==> src/rtl/axi4_pkg.sv <==
// axi4_pkg: FSM states, AXI response codes and fixed AXI attribute tie-offs
// shared by axi4_master_bridge and its integration wrapper.
package axi4_pkg;
    typedef enum logic [2:0] {IDLE, RD_AR, RD_R, WR_AW_W, WR_B, RSP} state_e;
    localparam logic [1:0] RESP_OKAY   = 2'b00;
    localparam logic [1:0] RESP_EXOKAY = 2'b01;
    localparam logic [1:0] RESP_SLVERR = 2'b10;
    localparam logic [1:0] RESP_DECERR = 2'b11;
    localparam logic [3:0] AXI_ID         = 4'd1;
    localparam logic [7:0] AXI_LEN        = 8'd0;
    localparam logic [2:0] AXI_SIZE       = 3'd3;
    localparam logic [1:0] AXI_BURST_INCR = 2'b01;
    localparam logic       AXI_WLAST      = 1'b1;
endpackage

==> src/rtl/axi4_master_bridge.sv <==
// axi4_master_bridge: single-outstanding request/response to AXI4 single-beat master.
// Define AXI4_BRIDGE_RESP_CHK_EN to report non-OKAY slave responses on o_rsp_err.
module axi4_master_bridge
    import axi4_pkg::*;
#(
    parameter int ADDR_W = 8,
    parameter int DATA_W = 64
) (
    input  logic                i_aclk,
    input  logic                i_areset_n,
    input  logic                i_req_valid,
    output logic                o_req_ready,
    input  logic                i_req_wen,
    input  logic [ADDR_W-1:0]   i_req_addr,
    input  logic [DATA_W-1:0]   i_req_wdata,
    input  logic [DATA_W/8-1:0] i_req_wstrb,
    output logic                o_rsp_valid,
    input  logic                i_rsp_ready,
    output logic [DATA_W-1:0]   o_rsp_rdata,
    output logic                o_rsp_err,
    output logic [ADDR_W-1:0]   o_araddr,
    output logic                o_arvalid,
    input  logic                i_arready,
    input  logic [DATA_W-1:0]   i_rdata,
    input  logic [1:0]          i_rresp,
    input  logic                i_rvalid,
    output logic                o_rready,
    output logic [ADDR_W-1:0]   o_awaddr,
    output logic                o_awvalid,
    input  logic                i_awready,
    output logic [DATA_W-1:0]   o_wdata,
    output logic [DATA_W/8-1:0] o_wstrb,
    output logic                o_wvalid,
    input  logic                i_wready,
    input  logic [1:0]          i_bresp,
    input  logic                i_bvalid,
    output logic                o_bready
);
    state_e              state_q, state_d;
    logic [ADDR_W-1:0]   addr_q, addr_d;
    logic [DATA_W-1:0]   wdata_q, wdata_d, rdata_q, rdata_d;
    logic [DATA_W/8-1:0] wstrb_q, wstrb_d;
    logic                aw_done_q, aw_done_d, w_done_q, w_done_d;
    logic                capture;

    assign capture = (state_q == RD_R && i_rvalid) || (state_q == WR_B && i_bvalid);

    always_comb begin
        state_d   = state_q;
        addr_d    = addr_q;
        wdata_d   = wdata_q;
        wstrb_d   = wstrb_q;
        rdata_d   = rdata_q;
        aw_done_d = aw_done_q;
        w_done_d  = w_done_q;
        case (state_q)
            IDLE: if (i_req_valid) begin
                addr_d    = i_req_addr;
                wdata_d   = i_req_wdata;
                wstrb_d   = i_req_wstrb;
                aw_done_d = 1'b0;
                w_done_d  = 1'b0;
                state_d   = i_req_wen ? WR_AW_W : RD_AR;
            end
            RD_AR: state_d = i_arready ? RD_R : RD_AR;
            RD_R: if (i_rvalid) begin
                rdata_d = i_rdata;
                state_d = RSP;
            end
            // AW and W complete independently; a done channel keeps its valid low.
            WR_AW_W: begin
                aw_done_d = aw_done_q | i_awready;
                w_done_d  = w_done_q | i_wready;
                state_d   = (aw_done_d && w_done_d) ? WR_B : WR_AW_W;
            end
            WR_B: if (i_bvalid) begin
                rdata_d = '0;
                state_d = RSP;
            end
            RSP: state_d = i_rsp_ready ? IDLE : RSP;
            default: state_d = IDLE;
        endcase
    end

    always_ff @(posedge i_aclk) begin
        if (!i_areset_n) begin
            state_q   <= IDLE;
            addr_q    <= '0;
            wdata_q   <= '0;
            wstrb_q   <= '0;
            rdata_q   <= '0;
            aw_done_q <= 1'b0;
            w_done_q  <= 1'b0;
        end else begin
            state_q   <= state_d;
            addr_q    <= addr_d;
            wdata_q   <= wdata_d;
            wstrb_q   <= wstrb_d;
            rdata_q   <= rdata_d;
            aw_done_q <= aw_done_d;
            w_done_q  <= w_done_d;
        end
    end

`ifdef AXI4_BRIDGE_RESP_CHK_EN
    logic [1:0] resp_q, resp_d;
    always_comb resp_d = capture ? ((state_q == WR_B) ? i_bresp : i_rresp) : resp_q;
    always_ff @(posedge i_aclk) begin
        if (!i_areset_n) resp_q <= RESP_OKAY;
        else resp_q <= resp_d;
    end
    assign o_rsp_err = resp_q != RESP_OKAY;
`else
    logic unused_resp;
    assign unused_resp = ^{i_rresp, i_bresp, capture};
    assign o_rsp_err   = 1'b0;
`endif

    assign o_req_ready = i_areset_n && state_q == IDLE;
    assign o_arvalid   = state_q == RD_AR;
    assign o_araddr    = addr_q;
    assign o_rready    = state_q == RD_R;
    assign o_awvalid   = state_q == WR_AW_W && !aw_done_q;
    assign o_awaddr    = addr_q;
    assign o_wvalid    = state_q == WR_AW_W && !w_done_q;
    assign o_wdata     = wdata_q;
    assign o_wstrb     = wstrb_q;
    assign o_bready    = state_q == WR_B;
    assign o_rsp_valid = state_q == RSP;
    assign o_rsp_rdata = rdata_q;
endmodule

==> config.mk <==
export PLATFORM = sky130hd
export DESIGN_NAME = axi4_master_bridge
export DESIGN_NICKNAME = d
export VERILOG_FILES = /design/src/rtl/axi4_pkg.sv /design/src/rtl/axi4_master_bridge.sv
export SDC_FILE = /design/constraint.sdc
export NUM_CORES = 1
export LEC_CHECK = 0
export ABC_AREA = 1
export BUFFER_PORTS_ARGS = -buffer_cell sky130_fd_sc_hd__buf_2
export CAP_MARGIN = 20
export CORE_AREA = 2 2 124 126
export CTS_BUF_LIST = sky130_fd_sc_hd__clkbuf_4 sky130_fd_sc_hd__clkbuf_8 sky130_fd_sc_hd__clkbuf_16
export DETAILED_ROUTE_END_ITERATION = 8
export DIE_AREA = 0 0 126 128
export PLACE_DENSITY_LB_ADDON = 0.3
export SLEW_MARGIN = 20
export SYNTH_ARGS = -nofsm -noshare
export SYNTH_HDL_FRONTEND = slang
export SYNTH_SLANG_ARGS = --single-unit
==> constraint.sdc <==
create_clock -name i_aclk -period 1.6 [get_ports i_aclk]
set_input_delay 0.32 -clock i_aclk [delete_from_list [all_inputs] [get_ports i_aclk]]
set_output_delay 0.32 -clock i_aclk [all_outputs]
set_load 0.01 [all_outputs]
# Word-level counts from Yosys, hierarchy flattened
# Index checks and enable logic that the tools add are counted.
# totals
input_bits	158
register_bits	149
# classes
eq_ne	8
mux	14
bitwise_logic	2
n_reduce_logical	13
# op_table
operator	n
64-bit 2-to-1 mux	2
64-bit case mux with 2 select lines	1
3-bit case mux with 6 select lines	1
3-bit 2-to-1 mux	5
3-bit by 2-bit == test with 1-bit output (second input constant)	2
3-bit == test (second input constant)	2
2-bit inequality test (second input constant)	3
3-bit AND reduction	2
1-bit logical AND	4
2-bit 2-to-1 mux	2
1-bit case mux with 2 select lines	2
2-bit AND reduction	2
2-bit nonzero test	2
3-bit by 1-bit == test with 1-bit output (second input constant)	1
3-bit zero test	1
1-bit zero test	2
1-bit OR	2
1-bit 2-to-1 mux	1

# Logic depth before layout (Yosys ltp)
# Gate-level depths: netlist of run 1.
# logic_depth
depth_word	4
mapped_depth	9

# Worst setup path before layout of run 1
# Ideal clock, no wire load.
# synth_timing
kind	input to output
from	input port i_areset_n
to	output port o_req_ready
path_stages	4
slack_ps	238
arrival_ps	1042
n_path_buf	2
required_time_ps	1280
cell_sequence	clkbuf_1 > inv_2 > clkbuf_1 > nor2_1
# synth_between
elab_chain_cells	1
# synth_lines
element	line_no	source
from (decl)	axi4_master_bridge.sv:10	input logic i_areset_n,
1-bit logical AND	axi4_master_bridge.sv:119	assign o_req_ready = i_areset_n && state_q == IDLE;
to (decl)	axi4_master_bridge.sv:12	output logic o_req_ready,
# Every way passes these cells.

# Worst setup path after layout of run 1
# layout_timing
from	register state_q[1]
to	output port o_bready
# layout_between
elab_chain_cells	1
# layout_lines
element	line_no	source
from (decl)	axi4_master_bridge.sv:39	state_e state_q, state_d;
from (signal assigned)	axi4_master_bridge.sv:95	state_q <= state_d;
3-bit == test	axi4_master_bridge.sv:128	assign o_bready = state_q == WR_B;
to (decl)	axi4_master_bridge.sv:37	output logic o_bready
# Every way passes these cells.

==> results.cfg, run 1 <==
[worst_setup_path]
critPathRequiredTime_ns = 1.28
start_kind = flop
criticalPathCategory = flop to output pin
cp_max_fo = 5
worstSetupEndpointType = output pin
crit_arrival_ns = 1.32

[flow_run]
max-cap-violations = 0

[power]
p_int_w = 0.0109
p_per_area_mw_per_mm2 = 2060
leakagePower_nw = 4.76
p_comb_frac = 0.457
switching_power_w = 0.00723
power_w = 0.0181
vdd_drop_max_mv = 0.914
power_frac_clock = 0.213
power.share.sequential = 0.330
switching_share = 0.399

[route]
drtIter0Drc = 371
drtPass1Iterations = 4
vias_per_cell = 4.43
routed-via-count = 6228
drtAntennaViolNets = 0
wl_um = 18200
route.detailed.drc = 0
wire_per_inst_um = 12.9

[sta]
setup_violations = 5
period_needed_ns = 1.64
worst_hold_slack_ns = 0.176
slew_violations = 0
finalSetupTns_ns = -0.0570
finalHoldViolCount = 0
fin_ws_ns = -0.0441
timing.fmax_mhz = 608
finClkSkew_ns = 0.00896
grt_setup_unrepaired = yes
fin_crit_sh = 1.03

[logic_synthesis]
yosysSeqAreaShare = 0.484
synth_ff_type = dfxtp_1
synth-edff-count = 0
yosys_warnings = 0
synth.area.mux_share = 0
async_reset_ff_frac = 0
synthAdderAreaFrac = 0
synth.most_common_cell = nand2_1
synth_xor_area_frac = 0
synth.area.top_cells = dfxtp_1 (48%), nand2_1 (17%), inv_1 (9.4%)
synth_nets = 1058
yosys-top-cells-count = nand2_1 (274), inv_1 (155), dfxtp_1 (149)
synth_compound_area_frac = 0.135
synth_cells = 900
ys_seq_elements = 149
synth_top_area_frac = 0.484
synth-simple-area-share = 0.228
synth_top_family_by_area = simple AND/OR/NAND/NOR gates
syn-cell-area_mm2 = 0.00616
yosysUniqueCellTypes = 19
synth.avg_cell_area_um2 = 6.84
netlist.top_cell.by_area = dfxtp_1

[global_route]
first_global_vias = 5572
antenna_found_initial = 2
grt_pass1_wl_um = 28100
grtUsageTotal = 0.217
grt_overflow_total = 0
grt_max_degree = 88

[cts]
cts-root-buf = clkbuf_16
cts-buffers-inserted = 17
clockBufferDepth = 2
cts_max_level = 4
cts.sinks = 149
post_cts_hold_buffer_count = 0
clk-insertion-delay-late_ns = 0.42
cts_tree = done
clk_pin_slew_ns = 0.07

[finish]
drive_gt1_frac = 0.329
nets = 1361
synthToLayoutAreaGrowth_pct = 42.6
fin_util = 0.590
fill_cells = 1448

[run_status]
status = complete, but fails checks
violations = setup timing

[floorplanning]
die_w_um = 126
chipHeight_um = 128
core_mm2 = 0.0149
dieArea_mm2 = 0.0161
rows = 45
start_util = 0.414
pin_count = 318

[worst_hold_path]
min_path_type = input pin to flop

[placement]
dpl.hpwl_um = 12100
place.gp.congestion = 0.775
portBuffers = 312
final cells by class:
| class | instances | area, um^2 | share of cell area |
|---|---|---|---|
| Timing Repair Buffer | 346 | 2060 | 0.234 |
| Inverter | 159 | 609 | 0.0694 |
| Tap cell | 188 | 235 | 0.0268 |
| Clock inverter | 14 | 143 | 0.0163 |
| Multi-Input combinational cell | 530 | 2300 | 0.262 |
| Sequential cell | 149 | 2990 | 0.341 |
| Antenna cell | 1 | 2.50 | 0.000285 |
| Clock buffer | 18 | 433 | 0.0493 |
cell usage in the layout, fill, tap and decap left out, drive strengths merged:
master and n:
dfxtp 149, conb 1, a21oi 84, nand4 1, o211ai 1, clkbuf 21
clkinvlp 5, clkinv 2, o21ai 80, buf 343, nor3 1, bufinv 1
nor2 79, nand2 274, diode 1, nand3b 1, nand3 8, inv 165
per-layer routing:
metal  share of wire  GRT usage  vias up
met5               0          0        -
met4           0.019     0.0847        0
met1            0.43      0.265     2719
met3           0.063     0.0547       23
li1                -          -     3296
met2            0.49      0.367      190
worst max-delay path, stage by stage, from the launching register on:
cell      delay (ns)
dfxtp_4         0.37
nor2_4          0.18
nand2_4         0.09
buf_12          0.14
clkinv_4        0.04
buf_6           0.08
flip-flops by register name, indices dropped and copies added (netlist names):
register and count:
o_rsp_rdata 64, aw_done_q 1, o_araddr 8, o_wstrb 8, state_q 3, w_done_q 1
o_wdata 64
power by group through the flow:
| stage | clock (W) | combinational, W | sequential (W) |
|---|---|---|---|
| after floorplan | 0 | 0.00420 | 0.00676 |
| after global placement | 0 | 0.00746 | 0.00597 |
| after detailed placement | 0 | 0.00756 | 0.00601 |
| after CTS | 0.00396 | 0.00798 | 0.00598 |
| after global routing | 0.00413 | 0.00936 | 0.00615 |
| final | 0.00387 | 0.00827 | 0.00597 |
timing repair:
action,CTS,global route
setup endpoints to repair,38,71
resized for setup,27,17
cloned,2,3
pin swaps,8,11
buffers inserted,8,6
cell families after synthesis:
group | count (synthesis)
other | 1
flip-flops | 149
AND/OR/NAND/NOR | 364
AO/OA/AOI/OAI | 165
buffers and inverters | 221
through the flow:
| step | worst slack, ns | std cells | instance area (um^2) |
|---|---|---|---|
| global route | -0.0927 | 1405 | 8780 |
| finish | -0.0441 | 1405 | 8780 |
| CTS | -0.0916 | 1395 | 8610 |
| global placement | 0.0258 | 1354 | 7830 |
| floorplan | 0.238 | 900 | 6160 |
| detailed placement | 0.000845 | 1354 | 7830 |
final timing paths:
path | slack, ns | cells after the start | to | start
hold reg to reg | 0.44 | 2 | o_wdata[10] | o_wdata[10]
setup / recovery | -0.04 | 5 | o_bready | state_q[1]
hold / removal | 0.18 | 3 | o_wdata[25] | i_req_wdata[25]
setup reg to reg | 0 | 8 | o_rsp_rdata[34] | state_q[1]
Power figures use the tool's default switching activity.
==> run 2: changes to the inputs <==
--- a/config.mk
+++ b/config.mk
@@ -13,6 +13,7 @@
 export DETAILED_ROUTE_END_ITERATION = 8
 export DIE_AREA = 0 0 126 128
 export PLACE_DENSITY_LB_ADDON = 0.3
+export SETUP_SLACK_MARGIN = 0.2
 export SLEW_MARGIN = 20
 export SYNTH_ARGS = -nofsm -noshare
 export SYNTH_HDL_FRONTEND = slang
==> run 2 against run 1 <==
Compared with the run above: the flow still finishes with violations (setup timing); sequential share of layout area down 4.8 points; clock-buffer cell count unchanged; worst hold slack worse by 0.021 ns; critical path type unchanged; critical endpoint unchanged; combinational power up 40%; die area unchanged; worst setup slack worse by 0.084 ns; highest routed layer unchanged.
==> results.cfg, run 2 (same netlist as run 1, synthesis figures left out) <==
[run_status]
status = complete, but fails checks
violations = setup timing

[power]
leakagePower_nw = 5.33
power_frac_clock = 0.181
switching_share = 0.399
p_per_area_mw_per_mm2 = 2110
p_comb_frac = 0.540
vdd_drop_max_mv = 0.950
power.share.sequential = 0.279
switching_power_w = 0.00859
p_int_w = 0.0130

[sta]
setup_violations = 130
fin_crit_sh = 1.08
tightest_slew_ns = 0.681
timing.fmax_mhz = 579
fin_ws_ns = -0.128
period_needed_ns = 1.73
grt_setup_unrepaired = yes
finalHoldViolCount = 0
worst_hold_slack_ns = 0.155
finClkSkew_ns = 0.00867
slew-limit-headroom = 0.546
finalSetupTns_ns = -5.16
slew_violations = 0

[finish]
drive_gt1_frac = 0.450
nets = 1408
stdcell_area_mm2 = 0.0102
fill_cells = 1273
fin_cells = 1454
layout.cells.most_common = buf_2
final_cell_mix = buf_2 (307), nand2_1 (254), inv_1 (152)
synthToLayoutAreaGrowth_pct = 65.8

[floorplanning]
rows = 45
chipHeight_um = 128
pin_count = 318
core_mm2 = 0.0149
start_util = 0.414
die_w_um = 126
dieArea_mm2 = 0.0161

[worst_hold_path]
min_path_type = input pin to flop

[worst_setup_path]
critPathRequiredTime_ns = 1.28
start_kind = flop
crit_arrival_ns = 1.41
cp_max_fo = 7
criticalPathCategory = flop to output pin
worstSetupEndpointType = output pin

[route]
wl_um = 21900
drtAntennaViolNets = 0
drtPass1Iterations = 5
route.detailed.drc = 0
wire_per_inst_um = 15.1
routed-via-count = 6757
drtIter0Drc = 366
vias_per_cell = 4.65

[cts]
clockBufferDepth = 2
cts_max_level = 4
cts-buffers-inserted = 17
clk-insertion-delay-late_ns = 0.42
clk_pin_slew_ns = 0.07
post_cts_hold_buffer_count = 0
cts-root-buf = clkbuf_16
cts.sinks = 149
cts_tree = done

[placement]
post-place-ws_ns = 0.000845
place.gp.congestion = 0.775
dpl.hpwl_um = 12100
place_area_mm2 = 0.00783
portBuffers = 312
numPlacedInstances = 1354

[global_route]
antenna_found_initial = 4
grt_pass1_wl_um = 30100
grt_overflow_total = 0
grt_max_degree = 88
grtUsageTotal = 0.235
first_global_vias = 5976

[flow_run]
max-cap-violations = 0
==> run 2: changes by cell type in the layout (fill, tap and decap cells not counted), moves of 4 or more <==
cell | previous run | this run
buf_16 | 2 | 10
buf_6 | 6 | 23
nand2_1 | 269 | 254
clkbuf_16 | 20 | 28
a21oi_2 | 0 | 25
o21ai_0 | 80 | 0
a21oi_1 | 84 | 59
o21ai_2 | 0 | 67
o21ai_4 | 0 | 12
nand2_2 | 2 | 16
buf_8 | 2 | 7
buf_4 | 17 | 21
==> run 2: what timing repair did <==
| action | in CTS | in global routing |
|---|---|---|
| gates cloned | 11 | 16 |
| setup endpoints to repair | 128 | 156 |
| pin swaps | 15 | 29 |
| gates resized for setup | 73 | 226 |
| buffers inserted | 20 | 18 |
==> run 2: through the flow <==
| step | utilization | power (W) |
|---|---|---|
| 6_report | 0.687 | 0.0215 |
| 5_1_grt | 0.687 | 0.0230 |
| 4_1_cts | 0.611 | 0.0193 |
| 3_5_place_dp | 0.527 | 0.0136 |
| 3_3_place_gp | 0.527 | 0.0134 |
| 2_1_floorplan | - | 0.0110 |
==> run 2: final timing paths <==
check	from	endpoint	slack, ns	depth (start not counted)
worst max register to register	state_q[1]	o_araddr[7]	-0.08	9
worst min-delay path	i_req_addr[4]	o_araddr[4]	0.16	3
worst max-delay path	state_q[1]	o_bready	-0.13	6
worst min register to register	o_wdata[10]	o_wdata[10]	0.44	2
==> run 2: cell type report <==
type	count	area (um^2)	share of cell area
antenna	3	7.51	0.000735
clock buffer	18	433	0.0424
clock inverter	14	143	0.0140
inverter	159	609	0.0597
multi-input combinational	530	2860	0.280
sequential	149	2990	0.293
tap	188	235	0.0230
timing repair buffer	393	2930	0.287
==> run 2: power by group through the flow <==
stage | clock network (W) | logic, W | registers, W
final | 0.00390 | 0.0116 | 0.00601
after global routing | 0.00412 | 0.0127 | 0.00617
after CTS | 0.00396 | 0.00941 | 0.00597
after detailed placement | 0 | 0.00756 | 0.00601
after global placement | 0 | 0.00746 | 0.00597
after floorplan | 0 | 0.00420 | 0.00676
==> run 2: layer usage <==
layer / track usage / vias up / share of wire
li1: - / 3402 / -
met1: 0.288 / 3063 / 0.41
met2: 0.391 / 246 / 0.50
met3: 0.0576 / 46 / 0.062
met4: 0.107 / 0 / 0.029
met5: 0 / - / 0
==> run 2: critical path: stages (launching register included) <==
cell	delay (ns)
dfxtp_4	0.37
nor2_4	0.16
buf_6	0.14
nand2_8	0.06
buf_12	0.14
clkinv_4	0.04
buf_6	0.08
==> run 3: changes to the inputs <==
--- a/config.mk
+++ b/config.mk
@@ -5,13 +5,12 @@
 export SDC_FILE = /design/constraint.sdc
 export NUM_CORES = 1
 export LEC_CHECK = 0
-export ABC_AREA = 1
 export BUFFER_PORTS_ARGS = -buffer_cell sky130_fd_sc_hd__buf_2
 export CAP_MARGIN = 20
-export CORE_AREA = 2 2 124 126
+export CORE_AREA = 2 2 125 127
 export CTS_BUF_LIST = sky130_fd_sc_hd__clkbuf_4 sky130_fd_sc_hd__clkbuf_8 sky130_fd_sc_hd__clkbuf_16
 export DETAILED_ROUTE_END_ITERATION = 8
-export DIE_AREA = 0 0 126 128
+export DIE_AREA = 0 0 127 129
 export PLACE_DENSITY_LB_ADDON = 0.3
 export SETUP_SLACK_MARGIN = 0.2
 export SLEW_MARGIN = 20
==> run 3 against run 2 <==
Compared with the run above: the run still ends with setup timing left; synthesized cell count is 24% lower; core utilization fell by 0.32 points; register-to-register slack worse by 0.096 ns; routed wire length is 10% lower; non-clock buffer count decreased by 3; cell count is 15% lower; die area rose by 1.6%; maximum frequency decreased by 2.7%; flip-flop and latch count is the same.
==> results.cfg, run 3 <==
[logic_synthesis]
synth-simple-area-share = 0.249
synth_compound_area_frac = 0.110
ys_seq_elements = 149
netlist.top_cell.by_area = dfxtp_1
synth_top_area_frac = 0.465
synth_ff_type = dfxtp_1
yosys-top-cells-count = nand2_1 (167), dfxtp_1 (149), nor2b_1 (131)
synth_top_family_by_area = simple AND/OR/NAND/NOR gates
synth_cells = 683
syn-cell-area_mm2 = 0.00641
synth.area.top_cells = dfxtp_1 (47%), nor2b_1 (13%), mux2i_1 (10%)
yosysUniqueCellTypes = 34
synthAdderAreaFrac = 0
synth_nets = 841
yosysSeqAreaShare = 0.465
synth-edff-count = 0
yosys_warnings = 0
synth.area.mux_share = 0.102
async_reset_ff_frac = 0
synth.avg_cell_area_um2 = 9.39
synth.most_common_cell = nand2_1
synth_xor_area_frac = 0

[global_route]
grt_pass1_wl_um = 27100
grt_overflow_total = 0
grtUsageTotal = 0.208
grt_max_degree = 87
antenna_found_initial = 0
first_global_vias = 5549

[finish]
stdcell_area_mm2 = 0.0102
synthToLayoutAreaGrowth_pct = 59.6
drive_gt1_frac = 0.534
antenna_cells = 0
nets = 1192
multi_input_area_mm2 = 0.00354
layout.cells.most_common = buf_2
final_cell_mix = buf_2 (304), dfxtp_1 (146), nor2b_1 (126)
ff_latch_area_mm2 = 0.00299
fill_cells = 1144

[placement]
place.gp.congestion = 0.764
place_area_mm2 = 0.00812
portBuffers = 312
post-place-ws_ns = 0.0106
dpl.hpwl_um = 11700

[cts]
cts_tree = done
clk-insertion-delay-late_ns = 0.42
post_cts_hold_buffer_count = 0
clockBufferDepth = 2
clk_pin_slew_ns = 0.06
cts-root-buf = clkbuf_16
cts-buffers-inserted = 17
cts.sinks = 149
cts_max_level = 4

[worst_setup_path]
reg2reg_slack_ns = -0.18
max_stage_delay_ns = 0.37
cp_top_family = simple AND/OR/NAND/NOR gates
reg2reg_depth = 9
cp_slowest_cell = dfxtp_4
critPathRequiredTime_ns = 1.28
critPathBufInv = 2
path_depth = 4
crit_arrival_ns = 1.46
endpoint = o_awvalid
cp_max_fo = 5
critical_path.cell_chain = buf_6, nand3b_1, nor2_1, buf_4
reg2reg_from = state_q[2]
worstSetupEndpointType = output pin
criticalPathCategory = flop to output pin
worst_r2r_endpoint = o_rsp_rdata[34]
startpoint = state_q[2]
start_kind = flop

[floorplanning]
start_util = 0.428
core_mm2 = 0.0150
chipHeight_um = 129
rows = 45
pin_count = 318
die_w_um = 127
dieArea_mm2 = 0.0164

[route]
wl_um = 19600
wire_per_inst_um = 15.9
drtAntennaViolNets = 0
drtPass1Iterations = 6
routed-via-count = 5800
drtIter0Drc = 188
vias_per_cell = 4.70
route.detailed.drc = 0

[flow_run]
max-cap-violations = 0

[sta]
period_needed_ns = 1.78
slew_violations = 0
fin_ws_ns = -0.176
grt_setup_unrepaired = yes
finalSetupTns_ns = -6.61
finalHoldViolCount = 0
timing.fmax_mhz = 563
fin_crit_sh = 1.11
setup_violations = 61
finClkSkew_ns = 0.00932

[run_status]
violations = setup timing
status = complete, but fails checks

[power]
leakagePower_nw = 4.76
vdd_drop_max_mv = 0.750
p_per_area_mw_per_mm2 = 1580

[worst_hold_path]
min_path_type = input pin to flop
hold_path_depth = 3
-- run 3: cell types whose count changed after synthesis, sizes merged, moves of 4 or more --
| cell | change |
|---|---|
| buf | +6 |
| o21ai | -79 |
| nor2b | +131 |
| nand2 | -107 |
| mux2i | +64 |
| inv | -159 |
| a21oi | -83 |
| a21boi | +82 |
| and2 | +4 |
| nor2 | -75 |
| clkbuf | -9 |
| nand3 | -8 |
-- run 3: routing by layer --
| metal | routed length (um) | track usage |
|---|---|---|
| met1 | 7790 | 0.234 |
| met2 | 10100 | 0.369 |
| met3 | 1480 | 0.0753 |
| met4 | 282 | 0.0659 |
| met5 | 0 | 0 |
-- run 3: worst min path at each step --
stage / startpoint / endpoint
2_1_floorplan: i_req_wdata[0] / o_wdata[0]
5_1_grt: i_req_wdata[53] / o_wdata[53]
6_report: i_req_wdata[16] / o_wdata[16]
4_1_cts: i_req_wdata[7] / o_wdata[7]
3_5_place_dp: o_wdata[29] / o_wdata[29]
3_3_place_gp: o_wdata[9] / o_wdata[9]
-- run 3: kinds of logic after synthesis --
logic type / after synthesis
and+or+nand+nor: 317
muxes: 65
buffers and inverters: 59
DFF: 149
other: 1
AOI/OAI and AO/OA: 92
-- run 3: final cells by class --
cell class | instances | share of cell area
clock buffers | 21 | 0.0463
clock inverters | 9 | 0.0125
repair buffers | 390 | 0.280
well taps | 188 | 0.0230
multi-input cells | 476 | 0.346
flip-flops and latches | 149 | 0.293
-- run 3: repair_timing --
item | CTS | global route
setup endpoints to repair | 155 | 155
gates cloned | 9 | 12
setup buffers | 17 | 9
pin swaps | 8 | 83
gates resized for setup | 49 | 171
-- run 3: worst min-delay path, cell delays in order --
cell and delay [ns]:
buf_2 0.09, nand2_1 0.05, a21boi_1 0.05
-- run 3: through the flow --
step | cells | util | power, W | hold WS, ns
6_report | 1233 | 0.683 | 0.0162 | 0.136
5_1_grt | 1233 | 0.683 | 0.0170 | 0.129
4_1_cts | 1212 | 0.622 | 0.0147 | 0.117
3_5_place_dp | 1156 | 0.542 | 0.00960 | 0.442
3_3_place_gp | 1156 | 0.542 | 0.00953 | 0.437
2_1_floorplan | 683 | - | 0.00806 | 0.455
-- run 3: power breakdown --
group | internal [W] | total, W | switching (W)
clock | 0.00257 | 0.00405 | 0.00149
combinational | 0.00378 | 0.00727 | 0.00349
sequential | 0.00445 | 0.00486 | 0.000410
